### src/rtl/priority_encoder_q.sv
// Queued priority encoder: accumulates request vectors into a pending register and
// emits one index per handshake. Define ROUND_ROBIN_EN for rotating priority.
module priority_encoder_q #(
  parameter  int WIDTH = 8,
  localparam int IDX_W = $clog2(WIDTH)
) (
  input  logic             clk,
  input  logic             rst_n,
  input  logic [WIDTH-1:0] req_i,
  input  logic             req_valid_i,
  input  logic             flush_i,
  output logic [IDX_W-1:0] idx_o,
  output logic             idx_valid_o,
  input  logic             idx_ready_i,
  output logic [WIDTH-1:0] pending_o,
  output logic             busy_o
);

  logic [WIDTH-1:0] pend_q, pend_d;
  logic [IDX_W-1:0] idx_q, idx_d;
  logic             idx_valid_q, idx_valid_d;
  logic [IDX_W-1:0] sel_idx;
  logic [WIDTH-1:0] grant_mask;
  logic             slot_free;
  logic             load;

`ifdef ROUND_ROBIN_EN
  logic [IDX_W-1:0] ptr_q, ptr_d;

  // Rank is the descending distance from ptr with wrap; rank 0 (ptr itself) wins.
  always_comb begin
    int best;
    int rank;
    best    = WIDTH;
    rank    = 0;
    sel_idx = '0;
    for (int k = 0; k < WIDTH; k++) begin
      rank = (int'(ptr_q) >= k) ? int'(ptr_q) - k : int'(ptr_q) - k + WIDTH;
      if (pend_q[k] && (rank < best)) begin
        best    = rank;
        sel_idx = IDX_W'(k);
      end
    end
  end

  always_comb begin
    ptr_d = ptr_q;
    if (load) begin
      ptr_d = (sel_idx == '0) ? IDX_W'(WIDTH - 1) : sel_idx - 1'b1;
    end
  end

  always_ff @(posedge clk or negedge rst_n) begin
    if (!rst_n) ptr_q <= IDX_W'(WIDTH - 1);
    else        ptr_q <= ptr_d;
  end
`else
  always_comb begin
    sel_idx = '0;
    for (int k = 0; k < WIDTH; k++) begin
      if (pend_q[k]) sel_idx = IDX_W'(k);
    end
  end
`endif

  assign slot_free = !idx_valid_q || idx_ready_i;
  assign load      = slot_free && (|pend_q) && !flush_i;

  // A bit granted and re-requested in the same cycle survives the clear.
  always_comb begin
    grant_mask  = load ? (WIDTH'(1) << sel_idx) : '0;
    pend_d      = (pend_q & ~grant_mask) | (req_valid_i ? req_i : '0);
    idx_d       = idx_q;
    idx_valid_d = idx_valid_q;
    if (flush_i) begin
      pend_d      = '0;
      idx_valid_d = 1'b0;
    end else if (load) begin
      idx_d       = sel_idx;
      idx_valid_d = 1'b1;
    end else if (slot_free) begin
      idx_valid_d = 1'b0;
    end
  end

  always_ff @(posedge clk or negedge rst_n) begin
    if (!rst_n) begin
      pend_q      <= '0;
      idx_q       <= '0;
      idx_valid_q <= 1'b0;
    end else begin
      pend_q      <= pend_d;
      idx_q       <= idx_d;
      idx_valid_q <= idx_valid_d;
    end
  end

  assign idx_o       = idx_q;
  assign idx_valid_o = idx_valid_q;
  assign pending_o   = pend_q;
  assign busy_o      = (|pend_q) || idx_valid_q;

endmodule
### config.mk
export PLATFORM = sky130hd
export DESIGN_NAME = priority_encoder_q
export DESIGN_NICKNAME = d
export VERILOG_FILES = /design/src/rtl/priority_encoder_q.sv
export SDC_FILE = /design/constraint.sdc
export NUM_CORES = 1
export LEC_CHECK = 0
export CAP_MARGIN = 20
export CORE_MARGIN = 5
export CORE_UTILIZATION = 44
export CTS_BUF_LIST = sky130_fd_sc_hd__clkbuf_8
export DETAILED_ROUTE_END_ITERATION = 16
export PLACE_DENSITY = 0.86
export SYNTH_ARGS = -nofsm -noshare
export SYNTH_HDL_FRONTEND = slang
export SYNTH_SLANG_ARGS = --single-unit
### constraint.sdc
create_clock -name clk -period 2.05 [get_ports clk]
set_input_delay 0.41 -clock clk [delete_from_list [all_inputs] [get_ports clk]]
set_output_delay 0.41 -clock clk [all_outputs]
set_load 0.1 [all_outputs]
==> results of run 1 <==
-- cell usage in the layout (no fill, tap or decap), drive strengths merged, types with 3 or more instances in the layout --
cell type      netlist  layout
dfrtp               12      12
clkbuf               3       3
nor2                 3       3
o31ai                3       3
inv                  3       4
clkdlybuf4s50        0      12
buf                  1      24
a21oi                7       7
nand2                8       8
nor4                 3       3
-- flip-flops by register name (all words and copies together) (netlist names) --
signal / flops
pending_o: 8
idx_o: 3
idx_valid_o: 1
-- worst max path at each step --
stage / from / endpoint / slack (ns) / cells after the start
after global routing: pending_o[1] / busy_o / -0.14 / 3
after global placement: pending_o[0] / busy_o / 0.07 / 3
after floorplan: pending_o[0] / busy_o / -0.09 / 2
after CTS: pending_o[1] / busy_o / -0.12 / 3
after detailed placement: pending_o[0] / busy_o / 0.06 / 3
final: pending_o[7] / busy_o / -0.11 / 3
-- cell type report --
| class | instances | area share, % |
|---|---|---|
| multi-input combinational | 52 | 32.26 |
| sequential | 12 | 30.59 |
| clock inverter | 1 | 0.3584 |
| timing repair buffer | 36 | 29.87 |
| inverter | 3 | 1.075 |
| tap | 16 | 1.912 |
| clock buffer | 3 | 3.943 |
-- metrics by stage --
step	instances	setup TNS, ns	total power [mW]
floorplan	71	-0.09137	0.6051
global placement	116	0	0.7238
detailed placement	116	0	0.7288
CTS	123	-0.1161	0.9568
global route	123	-0.1434	1.000
finish	123	-0.1102	0.9514
-- critical path: stages (launching register included) --
cell     delay [ns]
dfrtp_4        0.47
or4_4          0.48
or3_4          0.39
buf_12         0.17
-- power breakdown --
group	switching, mW	internal [mW]
registers	0.0194	0.269
clock network	0.0864	0.132
logic	0.311	0.134
-- metal layers --
layer	vias to the layer above	global-route usage, %
met5	-	0
met4	0	9.865
met3	4	5.828
met2	29	27.83
met1	333	22.50
li1	343	-
-- cells by family (layout without fill, tap and decap cells) --
group | Yosys count | count (layout) | synth area share, %
flops | 12 | 12 | 45.71
buf+inv | 7 | 43 | 4.190
compound gates | 24 | 24 | 26.28
simple gates | 28 | 28 | 23.81
-- timing repair --
item	in CTS	in global routing
buffers inserted	3	0
setup endpoints to repair	1	1
pin swaps	3	0
==> summary.md, run 1 <==
STA classifies the critical path startpoint as a flop. For the number of gates given a new drive strength after cts, the log shows 0. The share of the cycle needed by the critical path after routing is 105.4%, and the area occupied by registers is 320.3 um^2. The achievable clock frequency came out at 462.9 MHz.

Summed over all nets, wire length on met2 after detailed routing comes to 936 um. Dividing the detail-routed wire length by the instance count gives 15.37 um. The logs give 1.64 ns for the required time at the worst-slack endpoint and 121 for the number of nets at the end of the flow.

For the antenna diode instance count, the log shows 0. The growth of design area from synthesis to finish was 59.43%; the final antenna-violating net count was 0. Dominant register cell in the synthesized netlist: dfrtp_1. At the end of routability-driven placement, the weighted congestion stood at 0.7352. The wire-length estimate of the detail-placed layout is 1448 um. The max-slew violation total from the final report is 0, and the total die area is 2366 um^2.

For the number of hold-slack violations in the final timing report, the log shows 0. Counting the buffers created by CTS gives 3. Startpoint-to-endpoint class of the critical path: reg -> out.

26 I/O pins were placed. The area of placed instances is 979.7 um^2, and the peak ir drop on the vdd network is 0.8016 mV. The gate count after technology mapping is 71.

The worst hold path terminates at idx_o[2]. For the post-synth net total, the log shows 84. Summing every instance area after synthesis gives 656.9 um^2.

The multi-input combinational cells in the finished layout cover a total of 337.8 um^2. In this run, the number of DRC markers left after iteration 0 of detailed routing was 9. Before antenna repair, the detailed router went through 4 iterations. The initial utilization of the core area, before any placement, comes to 45.18%. The tools report the sort of element at the end of the critical path as an output port. The cell at the root of the clock tree was clkbuf_8.

The number of cells on the worst reg-to-reg path is 4. The area inside the core boundary was 1454 um^2. Yosys mapped a number of flops with a built-in enable equal to 0.

The checks that failed: setup timing. The residual DRC count was 0; the detailed-route via count was 709. The post-placement worst setup slack came out at 0.05870 ns. The Yosys step of the flow raised 0 warnings.

The wire length of the first global-routing pass is 3436 um. Cell row count: 14. Setup repair after global routing could not meet its margin everywhere.

The fraction of the core area covered by cells at the end of the flow is 72.03%. The worst slack on hold paths was 0.5021 ns; the share of async-settable or async-resettable flops after synthesis was 100.0%. For the count of H-tree levels built during CTS, the log shows 1. Summed over all cells, the static leakage comes to 0.4620 nW. After routing the design area is 1047 um^2. For the TritonCTS sink count, the log shows 12. The total congestion overflow after global routing came out at 0. In this run the worst path has a maximum fanout of 2. The run finished, with violations left.

The detailed-route vias per instance was 5.764. The die boundary width was 48.64 um. In this run the vertical extent of the chip is 48.64 um. The endpoint identified for the worst register-to-register timing path is pending_o[2]. After clock tree synthesis, the clock-pin slew on the worst setup and hold paths is 0.05 ns.

The startpoint identified for the worst register-to-register timing path is pending_o[7]. After synthesis the netlist holds a flip-flop and latch count of 12. Across all register-to-register paths, the minimum setup slack is 0.42 ns. No sink is reached through more buffers than the 2 on the longest clock path.

The logs give -0.1102 ns for the final setup slack of the worst path and 1890 um for the routed wire length. Measured against its own limit, the worst slew margin works out to 64.53%. The slew at the pin with the worst max-slew slack was 0.5304 ns; the maximum number of pins on one net before global-route repair was 15. The maximum clock skew at final layout came out at 0.003104 ns.

The tools report the start point of the worst min-delay path as idx_o[2]. TritonCTS built the clock tree. For this design the ratio of total power to cell area is 908.5 nW/um^2.

Of the cells placed in the final design, the portion with a size suffix greater than 1 is 38.32%. The run gives 1 as the final-report setup violation count. After detailed routing, no signal wire sits above met4. The commonest cells after synthesis are dfrtp_1, nand2_1, a21oi_1. STA puts the critical path data arrival time at 1.75 ns. The min-delay analysis places its worst path in the category reg -> reg. The logs give 112 for the layout filler cell count and 45.71% for the proportion of synthesized chip area in sequential cells. Global routing consumed, over all layers together, 18.20% of the routing resources.

During placement, the flow inserted port buffers numbering 25. The number of global-route vias before repair is 729. Sorting the synthesized cells by area gives the leading types as dfrtp_1, a21oi_1, nand2_1, a32o_2, o31ai_1.

Hold repair after CTS inserted 0 buffers. Detailed-routing wirelength on met1: 789 um. The mean post-synth cell area is 9.252 um^2, and the portion of synthesized cell area occupied by the leading cell type is 45.71%. The clock reaches the later pin of the worst-skew pair after 0.24 ns.

The initial antenna violation count is 0. The time the final worst path needs with I/O delays and setup was 2.160 ns. The met3 wire length came out at 135 um.

Max capacitance violation total: 0. In this run, distinct cell masters in the synthesized netlist total 31. Worst hold path depth: 1. The largest total area in the synthesized netlist belongs to dfrtp_1.

In the post-synthesis netlist, the cell with the most instances is dfrtp_1.
Power figures use the tool's default switching activity.
==> inputs of run 2 (changes only) <==
CTS_CLUSTER_DIAMETER = 60   (was default)
==> results of run 2 <==
The final DEF is identical to that of run 1; final timing and power are the same.
==> inputs of run 3 (changes only) <==
RECOVER_POWER = 50   (was default)
==> run 3 against run 2 <==
  * Flip-flop and latch count unchanged
  * Die area unchanged
  * Setup slack about the same
  * Clock skew about the same
  * Count of clock-buffer cells in the layout unchanged
  * Sequential share of layout area increased by 0.37 points
  * The flow still finishes with violations (setup timing)
  * First-iteration DRC count increased by 11%
  * Design area decreased by 1.2%
  * Critical path depth unchanged
  * Non-clock buffer count unchanged
  * Global-route usage unchanged
==> summary.md, run 3 (synthesis results as in run 1) <==
The run gives 71.17% (-0.86 points) as the fraction of the core area covered by cells at the end of the flow. The tools report the cell at the root of the clock tree as clkbuf_8. The run gives 0 (unchanged) as the post-cts hold buffer count.

The worst reg-to-reg path cell count works out to 4 (unchanged). The critical path data arrival time is 1.75 ns (about the same), and the height of the chip is 48.64 um (unchanged). The maximum buffer depth of the clock tree was 2 (unchanged). The routed wire length was 1896 um (+0.32%); the max-slew violation total from the final report was 0 (unchanged). The most common cell after layout, fill and taps aside was buf_4. For the total track usage, the log shows 18.20% (unchanged). The final-report setup violation count came out at 1 (unchanged). Traced cell by cell, the critical path runs through or4_4 > or3_4 > buf_12. The run finished, with violations left. The growth of design area from synthesis to finish came out at 57.52%. The clock transition at the registers of the reported paths was 0.05 ns (about the same). Cell row count: 14 (unchanged). The run gives 729 (unchanged) as the number of global-route vias before repair.

Signal routing reaches up to met4. The number of hold-slack violations in the final timing report is 0 (unchanged), and the delay of the slowest cell on the worst path is 0.48 ns (about the same). For the register-to-register path setup slack, the log shows 0.40 ns (-0.02 ns). The run gives 100 um (-26%) as the met3 wire length. The flip-flop count of the largest register, all copies and words added is 8 (unchanged), and the residual DRC count is 0 (unchanged). The number of gates given a new drive strength after cts was 0 (unchanged); the time the final worst path needs with I/O delays and setup was 2.160 ns (-0.0004020 ns). The final reports fail on setup timing.

The tools report the achievable clock frequency as 463.0 MHz (about the same). In this run the critical register-to-register path is captured at pending_o[2]. The logs give 0.7352 (unchanged) for the global placement routability congestion and 0 (unchanged) for the total congestion overflow after global routing. The met2 layer wire length in the routed design was 933 um (-0.32%). The class of the worst hold path is reg -> reg. Setup repair after global routing could not meet its margin everywhere. The power per standard cell area was 908.3 nW/um^2 (about the same); the count of H-tree levels built during CTS was 1 (unchanged).

The count of input and output buffers works out to 25 (unchanged). The combined buffer and inverter count along the critical path was 1 (unchanged); the total power draw was 0.9399 mW (-1.2%). Leakage dissipation: 0.4589 nW (-0.67%). The total die area is 2366 um^2 (unchanged), and the wire length of the first global-routing pass is 3436 um (unchanged). The worst register-to-register path begins at pending_o[7]. The TritonCTS sink count is 12 (unchanged), and the worst slew slack as a fraction of its limit is 63.99% (-0.53 points). The number of nets at the end of the flow came out at 121 (unchanged). The clock latency at the later pin of the worst-skew pair was 0.24 ns (about the same). The detailed-route via count came out at 704 (-0.71%). Die boundary width: 48.64 um (unchanged). Among all stages on the critical path, the largest delay is contributed by or4_4. The most critical setup path has its endpoint at busy_o.

The initial antenna violation count came out at 0 (unchanged). STA classifies the critical path endpoint as an output port. The share of the cycle needed by the critical path after routing works out to 105.4% (about the same). The library cells used most frequently in the layout, excluding fill and tap cells, are buf_4, clkdlybuf4s50_1, nand2_1, a21oi_1, clkbuf_2. The required time at the worst-slack endpoint was 1.64 ns (about the same). Area of placed instances: 979.7 um^2 (unchanged). The max capacitance violation total is 0 (unchanged). In this run the worst setup path begins at pending_o[7].

The peak fanout along the critical path works out to 2 (unchanged). The tools report the peak ir drop on the vdd network as 0.8029 mV (+0.17%). The area inside the core boundary was 1454 um^2 (unchanged). Kind of cell with the highest combined delay on the critical path: simple AND/OR/NAND/NOR gates.

The count of cell instances traversed by the critical path came out at 3 (unchanged). The run gives 1035 um^2 (-1.2%) as the final cell area excluding filler cells. The maximum clock skew at final layout was 0.002676 ns (-0.0004280 ns).

The starting density of the core came out at 45.18% (unchanged). For the total clock buffers created by CTS, the log shows 3 (unchanged). The slew at the pin with the worst max-slew slack came out at 0.5383 ns (+0.007887 ns). The detailed-routing wirelength on met1 came out at 833 um (+5.6%). The startpoint-to-endpoint class of the critical path was reg -> out. Final antenna-violating net count: 0 (unchanged). TritonCTS built the clock tree. Startpoint kind of the worst setup timing path: a flop. The antenna diode instance count was 0 (unchanged). For the maximum number of pins on one net before global-route repair, the log shows 15 (unchanged). The ratio of cells with drive above 1 in the final layout is 38.32% (unchanged).

Number of violations reported at the end of detailed-routing iteration 0: 10 (+1). The run gives 4 (unchanged) as the number of detailed-route iterations in the first pass. The number of cells after detailed placement is 116 (unchanged), and the number of non-filler instances in the completed layout is 123 (unchanged). The post-detailed-route wirelength per cell is 15.41 um (+0.32%). The placed wire-length estimate is 1448 um (unchanged), and the final setup slack of the worst path is -0.1098 ns (+0.0004020 ns). The detailed-route vias per instance is 5.724 (-0.71%). The number of ports placed on the die boundary was 26 (unchanged).
[run 3: changes by cell type in the layout (fill, tap and decap cells not counted)]
| cell | delta |
|---|---|
| buf_4 | -5 |
| clkbuf_2 | +5 |
| clkdlybuf4s50_1 | -1 |
| dlygate4sd3_1 | +1 |
[run 3: worst min-delay path by stage]
stage               startpoint       end  slack, ns  cells after the start
finish                idx_o[2]  idx_o[2]       0.50                      1
global route          idx_o[0]  idx_o[0]       0.52                      2
CTS                   idx_o[2]  idx_o[2]       0.50                      1
detailed placement    idx_o[2]  idx_o[2]       0.49                      1
global placement      idx_o[2]  idx_o[2]       0.49                      1
floorplan                rst_n  idx_o[0]       0.11                      0
[run 3: through the flow]
stage,hold WS [ns],setup WS [ns],TNS (ns)
detailed placement,0.4916,0.05870,0
CTS,0.5030,-0.1161,-0.1161
global route,0.5199,-0.1434,-0.1434
global placement,0.4944,0.07302,0
finish,0.4963,-0.1098,-0.1098
floorplan,0.1144,-0.09137,-0.09137
[run 3: what timing repair did]
action | CTS | global route
endpoints found under the setup margin | 1 | 1
pin swaps | 3 | 0
buffers inserted | 3 | 0
gates cloned | 0 | 0
[run 3: final cells by class]
class,count,area (um^2)
sequential,12,320.3
clock buffer,3,41.29
tap,16,20.02
inverter,3,11.26
clock inverter,1,3.754
fill,117,419.2
multi-input combinational,52,337.8
timing repair buffer,36,300.3
[run 3: power by group]
part | switching, mW | internal (mW) | total (mW)
clock | 0.0865 | 0.132 | 0.218
combinational | 0.312 | 0.122 | 0.434
sequential | 0.0191 | 0.269 | 0.288
total | 0.417 | 0.523 | 0.940
[run 3: per-layer routing]
metal	GRT usage [%]	vias to the layer above
met5	0	-
met4	9.865	0
met3	5.828	4
met2	27.83	22
met1	22.50	334
li1	-	344
